--- config.mk ---
export PLATFORM = sky130hd
export DESIGN_NAME = router_in_deser
export DESIGN_NICKNAME = d
export VERILOG_FILES = /design/src/rtl/router_pkg.sv /design/src/rtl/router_rx_fifo.sv /design/src/rtl/router_in_deser.sv
export SDC_FILE = /design/constraint.sdc
export NUM_CORES = 1
export LEC_CHECK = 0
export CAP_MARGIN = 15
export CORE_MARGIN = 10
export CORE_UTILIZATION = 52
export CTS_BUF_LIST = sky130_fd_sc_hd__clkbuf_8
export DETAILED_ROUTE_END_ITERATION = 6
export PLACE_DENSITY_LB_ADDON = 0.25
export SLEW_MARGIN = 20
export SYNTH_ARGS = -nofsm -noshare
export SYNTH_HDL_FRONTEND = slang
export SYNTH_HIERARCHICAL = 1
export SYNTH_SLANG_ARGS = --single-unit
--- constraint.sdc ---
create_clock -name clk -period 5.9 [get_ports clk]
set_input_delay 1.18 -clock clk [delete_from_list [all_inputs] [get_ports clk]]
set_output_delay 1.18 -clock clk [all_outputs]
set_load 0.1 [all_outputs]
--- src/rtl/router_pkg.sv ---
//------------------------------------------------------------------------------
// Module   : router_pkg
// Purpose  : Shared types for the router receive path: receive FSM state
//            encoding, destination address width and the FIFO entry format.
// Revision : 1.0 - initial release
//------------------------------------------------------------------------------
`default_nettype none

package router_pkg;

  // Destination address width (16 output ports).
  localparam int ADDR_W = 4;

  typedef enum logic [1:0] {
    IDLE    = 2'd0,
    ADDR    = 2'd1,
    PAD     = 2'd2,
    PAYLOAD = 2'd3
  } rx_state_e;

  typedef struct packed {
    logic              sop;
    logic              eop;
    logic [ADDR_W-1:0] dest;
    logic [7:0]        data;
  } rx_entry_t;

endpackage

`default_nettype wire

--- src/rtl/router_rx_fifo.sv ---
//------------------------------------------------------------------------------
// Module   : router_rx_fifo
// Purpose  : Synchronous FIFO of rx_entry_t. A write while full succeeds when
//            a read retires the head on the same edge.
// Ports    : clk, reset_n (async active-low)
//            wr_en/wr_data  - push request and entry
//            full           - no free slot (before any same-edge read)
//            rd_en/rd_data  - pop request and head entry (show-ahead)
//            empty          - no valid entry
// Revision : 1.0 - initial release
//------------------------------------------------------------------------------
`default_nettype none

module router_rx_fifo
  import router_pkg::*;
#(
  parameter int FIFO_DEPTH = 16
) (
  input  logic      clk,
  input  logic      reset_n,
  input  logic      wr_en,
  input  rx_entry_t wr_data,
  output logic      full,
  input  logic      rd_en,
  output rx_entry_t rd_data,
  output logic      empty
);

  localparam int AW = $clog2(FIFO_DEPTH);

  logic [AW:0] wr_ptr_q, wr_ptr_d;
  logic [AW:0] rd_ptr_q, rd_ptr_d;
  rx_entry_t   mem_q [FIFO_DEPTH];
  logic        rd_fire;
  logic        wr_fire;

  // Extra pointer MSB distinguishes full from empty when the indices match.
  assign empty   = (wr_ptr_q == rd_ptr_q);
  assign full    = (wr_ptr_q[AW] != rd_ptr_q[AW]) &&
                   (wr_ptr_q[AW-1:0] == rd_ptr_q[AW-1:0]);
  assign rd_fire = rd_en & ~empty;
  assign wr_fire = wr_en & (~full | rd_fire);
  assign rd_data = mem_q[rd_ptr_q[AW-1:0]];

  always_comb begin
    wr_ptr_d = wr_ptr_q;
    rd_ptr_d = rd_ptr_q;
    if (wr_fire) wr_ptr_d = wr_ptr_q + (AW+1)'(1);
    if (rd_fire) rd_ptr_d = rd_ptr_q + (AW+1)'(1);
  end

  always_ff @(posedge clk or negedge reset_n) begin
    if (!reset_n) begin
      wr_ptr_q <= '0;
      rd_ptr_q <= '0;
    end else begin
      wr_ptr_q <= wr_ptr_d;
      rd_ptr_q <= rd_ptr_d;
    end
  end

  // Storage needs no reset; the head is only meaningful while non-empty.
  always_ff @(posedge clk) begin
    if (wr_fire) mem_q[wr_ptr_q[AW-1:0]] <= wr_data;
  end

endmodule

`default_nettype wire

--- src/rtl/router_in_deser.sv ---
//------------------------------------------------------------------------------
// Module   : router_in_deser
// Purpose  : Per-input-port receive engine. Deserialises the serial
//            din/frame_n/valid_n packet protocol (address, pad, payload),
//            tags each byte with destination and SOP/EOP, and buffers it in
//            a FIFO drained by the crossbar through m_valid/m_ready.
// Ports    : clk, reset_n (async active-low)
//            din, frame_n, valid_n      - serial packet input, LSB first
//            m_valid/m_ready            - head entry handshake
//            m_data, m_dest, m_sop, m_eop - head entry fields (0 when empty)
//            pkt_err                    - one-cycle pulse on protocol abort
//            drop_cnt                   - saturating count of bytes lost to full
// Revision : 1.0 - initial release
//------------------------------------------------------------------------------
`default_nettype none

module router_in_deser
  import router_pkg::*;
#(
  parameter int FIFO_DEPTH = 16,
  parameter int PAD_CYCLES = 5,
  parameter int DROP_CNT_W = 8
) (
  input  logic                  clk,
  input  logic                  reset_n,
  input  logic                  din,
  input  logic                  frame_n,
  input  logic                  valid_n,
  output logic                  m_valid,
  input  logic                  m_ready,
  output logic [7:0]            m_data,
  output logic [ADDR_W-1:0]     m_dest,
  output logic                  m_sop,
  output logic                  m_eop,
  output logic                  pkt_err,
  output logic [DROP_CNT_W-1:0] drop_cnt
);

  localparam int ACW = (ADDR_W > 1) ? $clog2(ADDR_W) : 1;
  localparam int PCW = $clog2(PAD_CYCLES + 1);

  rx_state_e             state_q, state_d;
  logic [ADDR_W-1:0]     addr_q, addr_d;
  logic [ACW-1:0]        addr_cnt_q, addr_cnt_d;
  logic [PCW-1:0]        pad_cnt_q, pad_cnt_d;
  logic [7:0]            shift_q, shift_d;
  logic [2:0]            bit_cnt_q, bit_cnt_d;
  logic                  sop_pend_q, sop_pend_d;
  logic                  pkt_err_q, pkt_err_d;
  logic [DROP_CNT_W-1:0] drop_cnt_q, drop_cnt_d;

  logic      wr_en;
  rx_entry_t wr_entry;
  logic      fifo_full;
  logic      fifo_empty;
  logic      fifo_rd;
  logic      wr_room;
  rx_entry_t fifo_head;
  rx_entry_t head;

  assign fifo_rd = m_ready & ~fifo_empty;
  // A same-edge pop frees the slot, so a push into a full FIFO still lands.
  assign wr_room = ~fifo_full | fifo_rd;

  always_comb begin
    state_d    = state_q;
    addr_d     = addr_q;
    addr_cnt_d = addr_cnt_q;
    pad_cnt_d  = pad_cnt_q;
    shift_d    = shift_q;
    bit_cnt_d  = bit_cnt_q;
    sop_pend_d = sop_pend_q;
    pkt_err_d  = 1'b0;
    drop_cnt_d = drop_cnt_q;
    wr_en      = 1'b0;
    wr_entry   = '0;

    unique case (state_q)
      IDLE: begin
        if (!frame_n) begin
          addr_d     = '0;
          addr_d[0]  = din;
          addr_cnt_d = ACW'(1);
          shift_d    = '0;
          bit_cnt_d  = '0;
          sop_pend_d = 1'b1;
          state_d    = ADDR;
        end
      end
      ADDR: begin
        if (frame_n) begin
          pkt_err_d = 1'b1;
          state_d   = IDLE;
        end else begin
          addr_d[addr_cnt_q] = din;
          if (addr_cnt_q == ACW'(ADDR_W - 1)) begin
            pad_cnt_d = '0;
            state_d   = PAD;
          end else begin
            addr_cnt_d = addr_cnt_q + ACW'(1);
          end
        end
      end
      PAD: begin
        if (frame_n) begin
          pkt_err_d = 1'b1;
          state_d   = IDLE;
        end else if (pad_cnt_q == PCW'(PAD_CYCLES - 1)) begin
          bit_cnt_d = '0;
          state_d   = PAYLOAD;
        end else begin
          pad_cnt_d = pad_cnt_q + PCW'(1);
        end
      end
      PAYLOAD: begin
        if (!valid_n) begin
          shift_d[bit_cnt_q] = din;
          if (bit_cnt_q == 3'd7) begin
            wr_en         = 1'b1;
            wr_entry.sop  = sop_pend_q;
            wr_entry.eop  = frame_n;
            wr_entry.dest = addr_q;
            wr_entry.data = shift_d;
            bit_cnt_d     = '0;
            if (frame_n) state_d = IDLE;
          end else if (frame_n) begin
            // Packet ended mid-byte: drop the partial byte.
            pkt_err_d = 1'b1;
            bit_cnt_d = '0;
            state_d   = IDLE;
          end else begin
            bit_cnt_d = bit_cnt_q + 3'd1;
          end
        end else if (frame_n) begin
          pkt_err_d = 1'b1;
          bit_cnt_d = '0;
          state_d   = IDLE;
        end
      end
      default: state_d = IDLE;
    endcase

    // SOP stays pending until a byte of the packet actually enters the FIFO.
    if (wr_en) begin
      if (wr_room) begin
        sop_pend_d = 1'b0;
      end else if (drop_cnt_q != '1) begin
        drop_cnt_d = drop_cnt_q + DROP_CNT_W'(1);
      end
    end
  end

  always_ff @(posedge clk or negedge reset_n) begin
    if (!reset_n) begin
      state_q    <= IDLE;
      addr_q     <= '0;
      addr_cnt_q <= '0;
      pad_cnt_q  <= '0;
      shift_q    <= '0;
      bit_cnt_q  <= '0;
      sop_pend_q <= 1'b0;
      pkt_err_q  <= 1'b0;
      drop_cnt_q <= '0;
    end else begin
      state_q    <= state_d;
      addr_q     <= addr_d;
      addr_cnt_q <= addr_cnt_d;
      pad_cnt_q  <= pad_cnt_d;
      shift_q    <= shift_d;
      bit_cnt_q  <= bit_cnt_d;
      sop_pend_q <= sop_pend_d;
      pkt_err_q  <= pkt_err_d;
      drop_cnt_q <= drop_cnt_d;
    end
  end

  router_rx_fifo #(
    .FIFO_DEPTH (FIFO_DEPTH)
  ) u_fifo (
    .clk     (clk),
    .reset_n (reset_n),
    .wr_en   (wr_en),
    .wr_data (wr_entry),
    .full    (fifo_full),
    .rd_en   (fifo_rd),
    .rd_data (fifo_head),
    .empty   (fifo_empty)
  );

  assign head     = fifo_empty ? '0 : fifo_head;
  assign m_valid  = ~fifo_empty;
  assign m_data   = head.data;
  assign m_dest   = head.dest;
  assign m_sop    = head.sop;
  assign m_eop    = head.eop;
  assign pkt_err  = pkt_err_q;
  assign drop_cnt = drop_cnt_q;

endmodule

`default_nettype wire

Word-level counts from Yosys, hierarchy flattened
Memory sizes are Yosys's and may differ from the RTL's. Index checks and enable logic that the tools add are counted. W data, S select, Z words.

Add/subtract/negate cells: 6. Order comparisons: 4. Eq/ne operators: 22. Muxes and demuxes: 52. Bitwise gates (word level): 8. Reductions and logical operators: 16.

Operators by type and width (count): $mux W14 (4); $mux W3 (11); $ne A2 B2 Y1 const B (9); $mux W2 (8); $mux W8 (2); $pmux W8 S2 (1); $mux W1 (14); $add A5 B1 Y5 const B (2); $reduce_and A5 Y1 (2); $ne A3 B3 Y1 const B (3); $pmux W3 S3 (1); $reduce_and A3 Y1 (3); $add A8 B1 Y8 const B (1); $bwmux W8 (1); $mux W4 (2); $ne A8 B8 Y1 const B (1); $pmux W2 S4 (1); $pmux W4 S2 (1); $reduce_and A4 Y1 (2); $add A3 B1 Y3 const B (2); $eq A2 B2 Y1 const B (3); $eq A3 B3 Y1 const B (2); $pmux W3 S2 (1); $reduce_bool A2 Y1 (3); other kinds (21) (28).

Flip-flop bits (word level): 42. Bits in writable memories: 224. Memories kept: 1.

Memories: u_fifo.mem_q (depth 16, bits a word 14, rd ports 1, clocked after Yosys merged registers in 0, write ports 1, RTL line router_rx_fifo.sv:33) `rx_entry_t mem_q [FIFO_DEPTH];`.

Longest topological paths before layout
Word-level depth: 8. Depth in mapped cells: 11. Mapped depth without buffers: 9.

Hierarchy
The synthesis kept the hierarchy.

By module, submodules not included: router_rx_fifo (times used 1, cells each 416, area an instance 9217.6 um^2, sequential area each 6976.7 um^2); router_in_deser (times used 1, cells each 238, area an instance 2158.3 um^2, sequential area each 800.8 um^2).

Least setup slack after synthesis
Ideal clock, no wire load.

Path type: register -> output. Start point: register u_fifo.rd_ptr_q[2]. End point: output m_data[4]. Data arrival time: 2.626 ns. Required time: 4.720 ns. Slack: 2.094 ns. Stages on the path, launching flop included: 7. Cell sequence: dfrtp_1 buf_6 nor2b_1 clkbuf_1 a22oi_1 nand2_1 nor2b_1.

RTL lines: start: declaration (RTL line router_rx_fifo.sv:32) `logic [AW:0] rd_ptr_q, rd_ptr_d;`; start signal: assignment (RTL line router_rx_fifo.sv:58) `rd_ptr_q <= rd_ptr_d;`; end: declaration (RTL line router_in_deser.sv:31) `output logic [7:0] m_data,`.

==> qor.csv <==
stage,metric,value,unit
die,fp.coreArea,0.0217,sq mm
logic_synthesis,netlist_area,0.0114,sq mm
sta,timing.final.ws_setup,0.877,ns
placed_design,gp_congestion,0.768,
run_status,status,"complete, no violations",
sta,holdWs,0.483,ns
global_route,grt_pass1_wl,37800,um
logic_synthesis,syn_nets,680,
placed_design,place_area,0.0119,sq mm
routing,drt_wl_total,24200,um
routing,drtPass1Iterations,5,
sta,fmax,199,MHz
final_layout,fin_area,0.0127,sq mm
power_and_ir_drop,finalPower,5.04,mW
logic_synthesis,syn_inst,654,
setup_path,critPathMaxFanout,31,
die,num_io_pins,30,
routing,first_iter_violations,585,
setup_path,start_kind,register,
setup_path,worstReg2RegStart,u_fifo/rd_ptr_q[1],
clock_network,htreeDepth,2,
final_layout,multi_input_area,0.00331,sq mm
routing,drc,0,
sta,fin_crit,5.02,ns
logic_synthesis,ys_async_sr_fraction,15.8,%
logic_synthesis,avgSynthCellArea,17.4,sq um
sta,hold_viol,0,
power_and_ir_drop,power_density,398,mW/mm^2
setup_path,worstPathRequired,4.72,ns
final_layout,fin_cells,1019,
logic_synthesis,synth_edf_count,224,
logic_synthesis,ys_ff_latch,266,
setup_path,crit_path_end_kind,output port,
logic_synthesis,yosysUniqueCellTypes,58,
placed_design,dp_hpwl,14000,um
routing,drt.antenna.violating_nets,0,
logic_synthesis,ys_seq_area_share,68.4,%
sta,timing.final.crit_share,85.1,%
clock_network,cts_num_sinks,266,
clock_network,holdBufCountCts,0,
logic_synthesis,synth_top_area_share,59.1,%
logic_synthesis,synth_ff_type,edfxtp_1,
sta,fin_setup_tns,0,ns
die,die_w,168,um
sta,drv_slew,0,
placed_design,pre_cts_ws,1.44,ns
routing,via_per_inst,5.88,
sta,setup_violations,0,
setup_path,reg2reg_depth,8,
logic_synthesis,yosys-top-cells-area,"edfxtp_1 (59%), mux4_2 (11%), dfrtp_1 (9.2%)",
clock_network,clockBufferDepth,3,
sta,fin_skew,0.0267,ns
global_route,grt_max_degree,43,
die,start_util,52.5,%
flow_run,cap_violations,0,
final_layout,seqCellArea,0.00778,sq mm
min_path,holdPathEnd,u_fifo/wr_ptr_q[4],
clock_network,cts_resized,0,
placed_design,port_buffers,29,
clock_network,cts_tree,built,
routing,post_drt_wl_per_cell,23.8,um
placed_design,dp_cells,938,
clock_network,clkTransAtPathRegs,0.05,ns
sta,relSlewSlack,23.6,%
clock_network,worstSkewPairLatency,0.57,ns
sta,rsz0062_at_grt,no,
sta,worst-slew-pin-transition,1.15,ns
final_layout,fin_util,58.4,%
die,placementRows,54,
min_path,hold_depth,1,
global_route,grt_overflow,0,
final_layout,nNetsFinal,730,
power_and_ir_drop,max-vdd-ir-drop,328,uV
global_route,antenna_found_initial,0,
setup_path,arrival,3.84,ns
die,dieArea,0.0282,sq mm
final_layout,antenna_cells,0,
global_route,grtUsageTotal,17.4,%
setup_path,worstReg2RegEnd,u_fifo/mem_q[4][2],
clock_network,post-cts-setup-buffers,0,
clock_network,root_buffer,clkbuf_8,
die,die_height,168,um
final_layout,n_fill_cell,1636,
power_and_ir_drop,p_leak,4.65,nW
logic_synthesis,synth_top_area_cell,edfxtp_1,
logic_synthesis,ys.warnings.count,6,
min_path,hp-class,reg -> reg,
final_layout,drive_gt1_share,21.8,%
min_path,hold_path.startpoint,u_fifo/wr_ptr_q[4],
setup_path,reg2reg_slack,1.87,ns
final_layout,areaGrowthSynthToFinish,11.4,%
clock_network,cts_buffers,44,
global_route,first_global_vias,6349,
routing,num_vias,5990,
setup_path,crit_type,reg -> out,
## worst max path at each step
stage,slack [ns],end,start
6_report,0.88,m_dest[3],u_fifo/rd_ptr_q[1]
5_1_grt,0.73,m_data[0],u_fifo/rd_ptr_q[1]
3_3_place_gp,1.45,m_dest[3],u_fifo/rd_ptr_q[1]
4_1_cts,0.85,m_dest[3],u_fifo/rd_ptr_q[1]
3_5_place_dp,1.44,m_dest[3],u_fifo/rd_ptr_q[1]
2_1_floorplan,2.09,m_data[4],u_fifo/rd_ptr_q[2]
## worst max-delay path, cell delays in order (launching register included)
cell and delay [ns]:
dfrtp_2 0.88, buf_4 0.53, mux4_2 0.38, a22oi_1 0.25, nand2_1 0.10, nor2b_1 0.14, clkdlybuf4s50_1 0.99
## synthesized netlist by cell type, types with 5 or more instances
cell type	instances
edfxtp_1	224
mux4_2	55
dfrtp_1	42
nand2_1	37
o21ai_0	23
and3_1	22
ha_1	20
nor2_1	20
nor2b_1	20
inv_1	19
a22oi_1	17
clkbuf_1	15
mux2i_1	12
a22oi_2	11
xnor2_1	10
buf_2	8
mux2_2	8
nand3_1	8
a22o_1	7
nor3_1	6
a21oi_1	5
and2b_1	5
nand4_1	5
## cells in the final DEF (no fill, tap or decap), drive strengths merged, types with 7 or more instances in the layout
| cell type | n |
|---|---|
| edfxtp | 224 |
| mux4 | 56 |
| clkbuf | 45 |
| dfrtp | 42 |
| nand2 | 37 |
| inv | 33 |
| clkdlybuf4s50 | 28 |
| a22oi | 28 |
| o21ai | 24 |
| clkinv | 24 |
| and3 | 22 |
| nor2 | 21 |
| nor2b | 20 |
| ha | 20 |
| xnor2 | 13 |
| mux2i | 12 |
| mux2 | 11 |
| buf | 10 |
| nand3 | 8 |
| a22o | 7 |
## kinds of logic after synthesis
logic type,Yosys count,synth area share (%)
xor+xnor,14,1.28
simple gates,145,7.05
flops,266,68.4
buf+inv,55,2.73
fa+ha+maj,20,2.20
compound gates,75,5.11
mux,79,13.3
## final cells by class
cell class              instances  area share (%)
repair buffers                 38            2.88
well taps                     280            2.77
flip-flops and latches        266            61.4
clock buffers                  45            4.89
multi-input cells             333            26.1
inverters                      21           0.622
clock inverters                36            1.28
## layer usage
| layer | global-route usage, % | up-vias | part of all wire (%) |
|---|---|---|---|
| li1 | - | 2672 | - |
| met1 | 22.1 | 3089 | 41 |
| met2 | 29.0 | 191 | 51 |
| met3 | 4.31 | 38 | 6.3 |
| met4 | 5.15 | 0 | 1.9 |
| met5 | 0 | - | 0 |
## where the power goes
group | internal, mW | switching (mW) | total (mW)
Clock | 0.716 | 0.717 | 1.43
Sequential | 2.06 | 0.155 | 2.22
Combinational | 0.502 | 0.886 | 1.39
## state kept, by name, summed over array words and instances (netlist names)
| signal | count |
|---|---|
| u_fifo/wr_ptr_q | 5 |
| pkt_err | 1 |
| drop_cnt | 8 |
| u_fifo/mem_q | 224 |
| addr_q | 4 |
| state_q | 2 |
| sop_pend_q | 1 |
| u_fifo/rd_ptr_q | 5 |
| bit_cnt_q | 3 |
| addr_cnt_q | 2 |
| shift_q | 8 |
| pad_cnt_q | 3 |
No activity file was read; power rests on OpenSTA's default activity.
